### config.mk
export PLATFORM = sky130hd
export DESIGN_NAME = inst_encoder
export DESIGN_NICKNAME = d
export VERILOG_FILES = /design/src/rtl/inst_encoder_pkg.sv /design/src/rtl/inst_encoder_pack.sv /design/src/rtl/inst_encoder.sv
export SDC_FILE = /design/constraint.sdc
export NUM_CORES = 1
export LEC_CHECK = 0
export CAP_MARGIN = 5
export CELL_PAD_IN_SITES_DETAIL_PLACEMENT = 1
export CELL_PAD_IN_SITES_GLOBAL_PLACEMENT = 1
export CORE_AREA = 4 4 135 137
export DETAILED_ROUTE_END_ITERATION = 12
export DIE_AREA = 0 0 139 141
export PLACE_DENSITY = 0.92
export SETUP_SLACK_MARGIN = 0.15
export SLEW_MARGIN = 40
export SYNTH_ARGS = -nofsm -noshare
export SYNTH_HDL_FRONTEND = slang
export SYNTH_HIERARCHICAL = 1
export SYNTH_SLANG_ARGS = --single-unit
### constraint.sdc
create_clock -name clk -period 12.64 [get_ports clk]
set_input_delay 2.528 -clock clk [delete_from_list [all_inputs] [get_ports clk]]
set_output_delay 2.528 -clock clk [all_outputs]
set_load 0.05 [all_outputs]
### src/rtl/inst_encoder_pkg.sv
// Shared constants for the RV32I instruction encoder: type codes, opcodes,
// error codes and the per-type opcode legality table.
package inst_encoder_pkg;

  // Type codes match those produced by the opcode-to-type decoder.
  typedef enum logic [2:0] {
    IT_NULL = 3'd0,
    IT_R    = 3'd1,
    IT_I    = 3'd2,
    IT_S    = 3'd3,
    IT_B    = 3'd4,
    IT_U    = 3'd5,
    IT_J    = 3'd6
  } itype_e;

  localparam logic [6:0] OP_OP     = 7'b0110011;
  localparam logic [6:0] OP_IMM    = 7'b0010011;
  localparam logic [6:0] OP_JALR   = 7'b1100111;
  localparam logic [6:0] OP_LOAD   = 7'b0000011;
  localparam logic [6:0] OP_STORE  = 7'b0100011;
  localparam logic [6:0] OP_BRANCH = 7'b1100011;
  localparam logic [6:0] OP_LUI    = 7'b0110111;
  localparam logic [6:0] OP_AUIPC  = 7'b0010111;
  localparam logic [6:0] OP_JAL    = 7'b1101111;

  typedef enum logic [1:0] {
    ERR_NONE   = 2'd0,
    ERR_NULL   = 2'd1,
    ERR_ALIGN  = 2'd2,
    ERR_OPCODE = 2'd3
  } err_e;

  function automatic logic opcode_legal(input logic [2:0] itype, input logic [6:0] opcode);
    logic ok;
    ok = 1'b0;
    case (itype)
      IT_R:    ok = (opcode == OP_OP);
      IT_I:    ok = (opcode == OP_IMM) || (opcode == OP_JALR) || (opcode == OP_LOAD);
      IT_S:    ok = (opcode == OP_STORE);
      IT_B:    ok = (opcode == OP_BRANCH);
      IT_U:    ok = (opcode == OP_LUI) || (opcode == OP_AUIPC);
      IT_J:    ok = (opcode == OP_JAL);
      default: ok = 1'b0;
    endcase
    return ok;
  endfunction

endpackage

### src/rtl/inst_encoder_pack.sv
// Combinational RV32I field packer: instruction type plus fields -> 32-bit word.
// Types without an encoding produce an all-zero word.
module inst_pack
  import inst_encoder_pkg::*;
(
  input  logic [2:0]  itype,
  input  logic [6:0]  opcode,
  input  logic [4:0]  rd,
  input  logic [4:0]  rs1,
  input  logic [4:0]  rs2,
  input  logic [2:0]  funct3,
  input  logic [6:0]  funct7,
  input  logic [31:0] imm,
  output logic [31:0] inst
);

  // imm[0] is never encoded; B/J alignment is checked by the caller.
  logic unused_imm0;
  assign unused_imm0 = imm[0];

  always_comb begin
    inst = '0;
    case (itype)
      IT_R: inst = {funct7, rs2, rs1, funct3, rd, opcode};
      IT_I: inst = {imm[11:0], rs1, funct3, rd, opcode};
      IT_S: inst = {imm[11:5], rs2, rs1, funct3, imm[4:0], opcode};
      IT_B: inst = {imm[12], imm[10:5], rs2, rs1, funct3, imm[4:1], imm[11], opcode};
      IT_U: inst = {imm[31:12], rd, opcode};
      IT_J: inst = {imm[20], imm[10:1], imm[11], imm[19:12], rd, opcode};
      default: inst = '0;
    endcase
  end

endmodule

### src/rtl/inst_encoder.sv
// Streaming RV32I encoder: packs request fields into instruction words and
// emits them with sequential byte addresses through a 2-entry output FIFO.
// Define INST_ENCODER_CHECK_EN to drop requests whose opcode does not fit the type.
module inst_encoder
  import inst_encoder_pkg::*;
#(
  parameter logic [31:0] BASE_ADDR = 32'h8000_0000,
  parameter logic [31:0] ADDR_STEP = 32'd4
) (
  input  logic        clk,
  input  logic        rst_n,
  input  logic        in_valid,
  output logic        in_ready,
  input  logic [2:0]  in_itype,
  input  logic [6:0]  in_opcode,
  input  logic [4:0]  in_rd,
  input  logic [4:0]  in_rs1,
  input  logic [4:0]  in_rs2,
  input  logic [2:0]  in_funct3,
  input  logic [6:0]  in_funct7,
  input  logic [31:0] in_imm,
  output logic        out_valid,
  input  logic        out_ready,
  output logic [31:0] out_inst,
  output logic [31:0] out_addr,
  output logic        err,
  output logic [1:0]  err_code
);

  logic [31:0] word;
  logic [31:0] inst_mem [2];
  logic [31:0] addr_mem [2];
  logic [1:0]  count;
  logic        rd_ptr, wr_ptr;
  logic [31:0] addr_cnt;
  err_e        drop_code, err_code_q;
  logic        accept, drop, push, pop;

  inst_pack u_pack (
    .itype  (in_itype),
    .opcode (in_opcode),
    .rd     (in_rd),
    .rs1    (in_rs1),
    .rs2    (in_rs2),
    .funct3 (in_funct3),
    .funct7 (in_funct7),
    .imm    (in_imm),
    .inst   (word)
  );

  // Priority: bad type, then misaligned branch/jump target, then opcode.
  always_comb begin
    drop_code = ERR_NONE;
    if (in_itype == IT_NULL || in_itype > IT_J)
      drop_code = ERR_NULL;
    else if ((in_itype == IT_B || in_itype == IT_J) && in_imm[0])
      drop_code = ERR_ALIGN;
`ifdef INST_ENCODER_CHECK_EN
    else if (!opcode_legal(in_itype, in_opcode))
      drop_code = ERR_OPCODE;
`endif
  end

  assign in_ready  = (count != 2'd2);
  assign out_valid = (count != 2'd0);
  assign accept    = in_valid && in_ready;
  assign drop      = (drop_code != ERR_NONE);
  assign push      = accept && !drop;
  assign pop       = out_valid && out_ready;

  // The empty buffer shows zero data and the next address to be assigned.
  assign out_inst = out_valid ? inst_mem[rd_ptr] : '0;
  assign out_addr = out_valid ? addr_mem[rd_ptr] : addr_cnt;
  assign err_code = err_code_q;

  // NOTE: storage is not reset; count gates every read, so stale entries are never visible.
  always_ff @(posedge clk) begin
    if (push) begin
      inst_mem[wr_ptr] <= word;
      addr_mem[wr_ptr] <= addr_cnt;
    end
  end

  // NOTE: all state uses non-blocking assignments so every register samples pre-edge values.
  always_ff @(posedge clk) begin
    if (!rst_n) begin
      count      <= 2'd0;
      rd_ptr     <= 1'b0;
      wr_ptr     <= 1'b0;
      addr_cnt   <= BASE_ADDR;
      err        <= 1'b0;
      err_code_q <= ERR_NONE;
    end else begin
      if (push) begin
        wr_ptr   <= ~wr_ptr;
        addr_cnt <= addr_cnt + ADDR_STEP;
      end
      if (pop) rd_ptr <= ~rd_ptr;
      case ({push, pop})
        2'b10:   count <= count + 2'd1;
        2'b01:   count <= count - 2'd1;
        default: count <= count;
      endcase
      err <= accept && drop;
      if (accept && drop) err_code_q <= drop_code;
    end
  end

endmodule

Word-level counts from Yosys, hierarchy flattened
Memory sizes are Yosys's and may differ from the RTL's. A register that Yosys moved wholly into a read port is not among the register bits.
Cells that the tools add are included.

storage, ports and cells
  register bits after elaboration = 39
  bits in latches = 0
  memory bits (writable) = 128
  memory bits (read-only) = 0
  output and inout port bits = 69
  word-level logic and storage cells = 47
  memories kept = 2

cells by class
  $add $sub $neg = 3
  multiply operators = 0
  div/mod/pow operators = 0
  order comparisons = 1
  equal/unequal tests = 9
  shift-type cells = 0
  muxes and demuxes = 12
  bitwise operators = 2
  reductions and logical operators = 12

memories
  name      depth  width  read ports  clocked after memory_dff  wr ports  line                source
  addr_mem  2      32     1           1                         1         inst_encoder.sv:32  logic [31:0] addr_mem [2];
  inst_mem  2      32     1           1                         1         inst_encoder.sv:31  logic [31:0] inst_mem [2];

operator list
  kind                                                                    count
  32-bit one-hot mux with 6 select lines                                  1
  32-bit 2-to-1 mux                                                       2
  32-bit by 3-bit adder with 32-bit output (second input constant)        1
  3-bit equality test (second input constant)                             3
  3-bit by 2-bit equality test with 1-bit output (second input constant)  2
  1-bit 2-to-1 mux                                                        6
  2-bit nonzero test                                                      3
  1-bit logical AND                                                       5
  2-bit 2-to-1 mux                                                        2
  2-bit one-hot mux with 2 select lines                                   1
  3-bit by 1-bit equality test with 1-bit output (second input constant)  1
  3-bit > comparator (second input constant)                              1
  3-bit logical NOT                                                       1
  2-bit by 1-bit adder with 2-bit output (second input constant)          1
  2-bit by 1-bit equality test with 1-bit output (second input constant)  1
  2-bit equality test (second input constant)                             1
  1-bit logical OR                                                        2
  2-bit inequality test (second input constant)                           1
  1-bit inverter                                                          2
  2-bit by 1-bit subtractor with 2-bit output (second input constant)     1
  1-bit logical NOT                                                       1

Logic depth before layout (Yosys ltp)
  depth after elaboration = 10
  depth in mapped cells = 9

Cells and area by module
Netlist, hierarchy kept.

by module, submodules not included
  module        times used  cells an instance  area an instance (um^2)
  inst_encoder  1           538                6876.6
  inst_pack     1           102                710.7

Worst setup path after synthesis
No wires, ideal clock.

  path type = in2reg
  start = input in_itype[1]
  end = memory addr_mem[0][10] (enable)
  setup time = 0.482 ns
  data arrival time = 5.822 ns
  path slack = 6.336 ns
  stages on the path = 5
  buffers on the path = 2
  cell sequence = nor2b_1 o311ai_4 buf_6 buf_4 nor2_1

between the ends
  longest elaborated chain between the ends = 10

RTL lines
  element                                     line                source
  start, declared                             inst_encoder.sv:14  input logic [2:0] in_itype,
  3-bit equality test                         inst_encoder.sv:56  else if ((in_itype == IT_B || in_itype == IT_J) && in_imm[0])
  1-bit logical OR                            inst_encoder.sv:56
  1-bit logical AND                           inst_encoder.sv:56
  2-bit 2-to-1 mux                            inst_encoder.sv:56
  2-bit 2-to-1 mux (*)                        inst_encoder.sv:54  if (in_itype == IT_NULL || in_itype > IT_J)
  2-bit nonzero test (*)                      inst_encoder.sv:67  assign drop = (drop_code != ERR_NONE);
  1-bit logical NOT (*)                       inst_encoder.sv:68  assign push = accept && !drop;
  1-bit logical AND (*)                       inst_encoder.sv:68
  1-bit 2-to-1 mux (*)                        inst_encoder.sv:78  if (push) begin
  1-bit 2-to-1 mux (not written as such) (*)  inst_encoder.sv:80  addr_mem[wr_ptr] <= addr_cnt;
  end, declared                               inst_encoder.sv:32

Every way passes the cells marked *; elsewhere a longest branch is shown, timed or not.

Final worst setup path
  start = register count[1]
  end = output out_addr[15]

between the ends
  longest elaborated chain between the ends = 2

RTL lines
  element                 line                 source
  start, declared         inst_encoder.sv:33   logic [1:0] count;
  start signal, assigned  inst_encoder.sv:100  2'b10: count <= count + 2'd1;
  start signal, assigned  inst_encoder.sv:101  2'b01: count <= count - 2'd1;
  start signal, assigned  inst_encoder.sv:102  default: count <= count;
  2-bit nonzero test      inst_encoder.sv:65   assign out_valid = (count != 2'd0);
  32-bit 2-to-1 mux       inst_encoder.sv:73   assign out_addr = out_valid ? addr_mem[rd_ptr] : addr_cnt;
  end, declared           inst_encoder.sv:25   output logic [31:0] out_addr,

No other way between the ends.

==> reports/results.tsv <==
stage	metric	value	unit
yosys	syn_avg_cell_area	11.9	sq um
flow_run	drv_cap	0	
layout	final_cell_mix	clkdlybuf4s50_1, edfxtp_1, mux2i_1, nand2_1, nor2_1	
setup_path	cp.arrival	3.14	ns
detailed_routing	num_vias	5503	
layout	layout.nets	835	
floorplan	rows	48	
yosys	synth_cells	640	
outcome	status	completed	
yosys	synth_compound_area_share	9.43	%
setup_path	crit_required	10.11	ns
floorplan	core	17100	sq um
clock_tree	clk_pin_slew	0.07	ns
detailed_routing	dr.pass1.iters	4	
grt	gr-usage-met3	4.65	%
layout	area_growth	27.8	%
grt	grt_pass1_wl	32.0	mm
floorplan	die_w	139	um
layout	final_common_cell	clkdlybuf4s50_1	
hold_path	min_from	err_code[0]	
detailed_routing	routed_via_density	5.50	
setup_path	end_kind	output port	
timing	worst_pin_slew	0.766	ns
floorplan	start_util	44.5	%
timing	fin_crit_sh	44.9	%
detailed_routing	antenna_left	0	
yosys	ys_warn_count	6	
placed_design	dpl.hpwl	13.7	mm
timing	drv_slew	0	
floorplan	fp.dieArea	19600	sq um
setup_path	setup.worst_path.start	count[1]	
grt	busiest_layer	met2	
timing	finalCriticalPeriod	5.67	ns
power_and_ir_drop	finalPower	1.95	mW
setup_path	crit_fanout	59	
timing	timing_hold_violations_final	0	
grt	grt_pass1_vias	5870	
yosys	ys_ff_latch	162	
yosys	synth-simple-area-share	14.9	%
clock_tree	cts_max_level	4	
grt	grtUsageMet1	25.4	%
detailed_routing	drtIter0Drc	295	
grt	gr-usage-all-layers	20.4	%
yosys	synth_top_family_by_area	simple AND/OR/NAND/NOR gates	
grt	grt_use_met2	35.6	%
layout	antennaDiodeCount	0	
yosys	synthAdderAreaFrac	0.330	%
clock_tree	root_buffer	clkbuf_16	
timing	max_slew_margin	48.8	%
setup_path	cp-start-kind	flop	
yosys	synth_cell_type_count	49	
clock_tree	cts-hold-fix-buffers	0	
setup_path	crit_type	reg -> out	
clock_tree	cts_buffer_depth	2	
floorplan	ios	140	
yosys	yosys_most_used_dff	edfxtp_1	
timing	grt_setup_unrepaired	false	
clock_tree	clock_sinks	162	
clock_tree	clk_latency	0.43	ns
grt	antenna_found_initial	0	
detailed_routing	wl_per_cell	19.8	um
clock_tree	cts_buffers	17	
yosys	muxShareOfSynthArea	11.8	%
clock_tree	cts_tree	done	
clock_tree	post_cts_buffers	0	
power_and_ir_drop	p_per_area	201	nW/um^2
placed_design	gp_congestion	0.853	
power_and_ir_drop	irDropWorstVdd	0.000109	V
setup_path	r2r-start	count[1]	
detailed_routing	wirelength	19.8	mm
floorplan	die_h	141	um
layout	drive_gt1_share	7.23	%
placed_design	port_buffers	137	
yosys	synth_xor_area_share	0.577	%
detailed_routing	drc	0	
yosys	syn_area	7590	sq um
hold_path	hp-class	reg -> reg	
grt	grt-ovfl-total	0	
timing	max_freq	176	MHz
timing	finalSetupViolCount	0	
timing	finalSetupTns	0	ns
clock_tree	cts_resized	0	
yosys	synth-edff-count	124	
grt	grt_max_degree	60	
yosys	async_flop_share	0	%
timing	clock-skew-final	0.00876	ns
yosys	ys_seq_area_share	59.1	%
power_and_ir_drop	p_leak	3.11	nW
-- power by group --
part / switching [mW] / leakage, nW / internal [mW] / total [mW]
registers: 0.0345 / 1.43 / 0.618 / 0.652
clock network: 0.215 / 0.269 / 0.272 / 0.487
logic: 0.550 / 1.40 / 0.261 / 0.810
total: 0.799 / 3.11 / 1.15 / 1.95
-- layer usage --
layer | up-vias | wire length, um
li1 | 2626 | -
met1 | 2679 | 8310
met2 | 175 | 10100
met3 | 23 | 1120
met4 | 0 | 291
met5 | - | 0
-- metrics by stage --
step / area, sq um / util [%] / setup WS [ns] / cells / hold WS, ns
2_1_floorplan: 7590 / - / 6.34 / 641 / 0.460
3_5_place_dp: 9090 / 53.3 / 6.79 / 966 / 0.508
3_3_place_gp: 9070 / 53.2 / 6.63 / 965 / 0.487
4_1_cts: 9640 / 56.5 / 6.90 / 998 / 0.518
6_report: 9700 / 56.9 / 6.97 / 1000 / 0.521
5_1_grt: 9700 / 56.9 / 6.73 / 1000 / 0.551
-- critical path, cell delays in order (launching register included) --
cell	delay, ns
dfxtp_1	0.36
nor2_4	0.63
buf_4	0.62
nand2_1	0.13
o21ai_0	0.11
clkdlybuf4s50_1	0.83
-- synth_stat cells, types with 6 or more instances --
library cell / instances / area [sq um]
clkbuf_1: 19 / 71.3
nor2b_1: 14 / 87.6
and2_1: 10 / 62.6
nand2b_1: 21 / 131
nor4_1: 19 / 119
or4_1: 6 / 45.0
nor2_1: 41 / 154
nand2_1: 63 / 236
inv_1: 11 / 41.3
dfxtp_1: 38 / 761
mux2i_1: 88 / 881
o31ai_1: 6 / 45.0
o21ai_0: 37 / 185
a22o_1: 8 / 70.1
buf_2: 11 / 55.1
buf_4: 8 / 60.1
a221oi_1: 13 / 114
nand3_1: 11 / 55.1
edfxtp_1: 124 / 3720
a21oi_1: 33 / 165
-- kinds of logic after synthesis --
group                    count (synthesis)
other                                    1
flip-flops                             162
buffers and inverters                   56
XOR/XNOR                                 5
multiplexers                            89
AND/OR/NAND/NOR                        214
AO/OA/AOI/OAI                          111
adder cells (fa/ha/maj)                  2
-- final timing paths --
path | end | slack (ns) | depth (start not counted)
setup reg to reg | count[1] | 9.66 | 7
hold / removal | err_code[0] | 0.52 | 2
hold reg to reg | err_code[0] | 0.52 | 2
setup / recovery | out_addr[15] | 6.97 | 5
-- state kept, by name (all words and copies together), names as in the netlist, named ones only --
register,count
count,2
addr_cnt,30
wr_ptr,1
err,1
rd_ptr,1
inst_mem,64
addr_mem,60
err_code,2
-- area by class of cell --
type / instances / area, sq um
fillers: 1771 / 7360
flip-flops and latches: 162 / 4490
multi-input cells: 423 / 2840
repair buffers: 147 / 1490
clock buffers: 17 / 425
well taps: 225 / 282
clock inverters: 15 / 133
inverters: 11 / 41.3
Note: power is estimated with default switching activity, not from simulation.
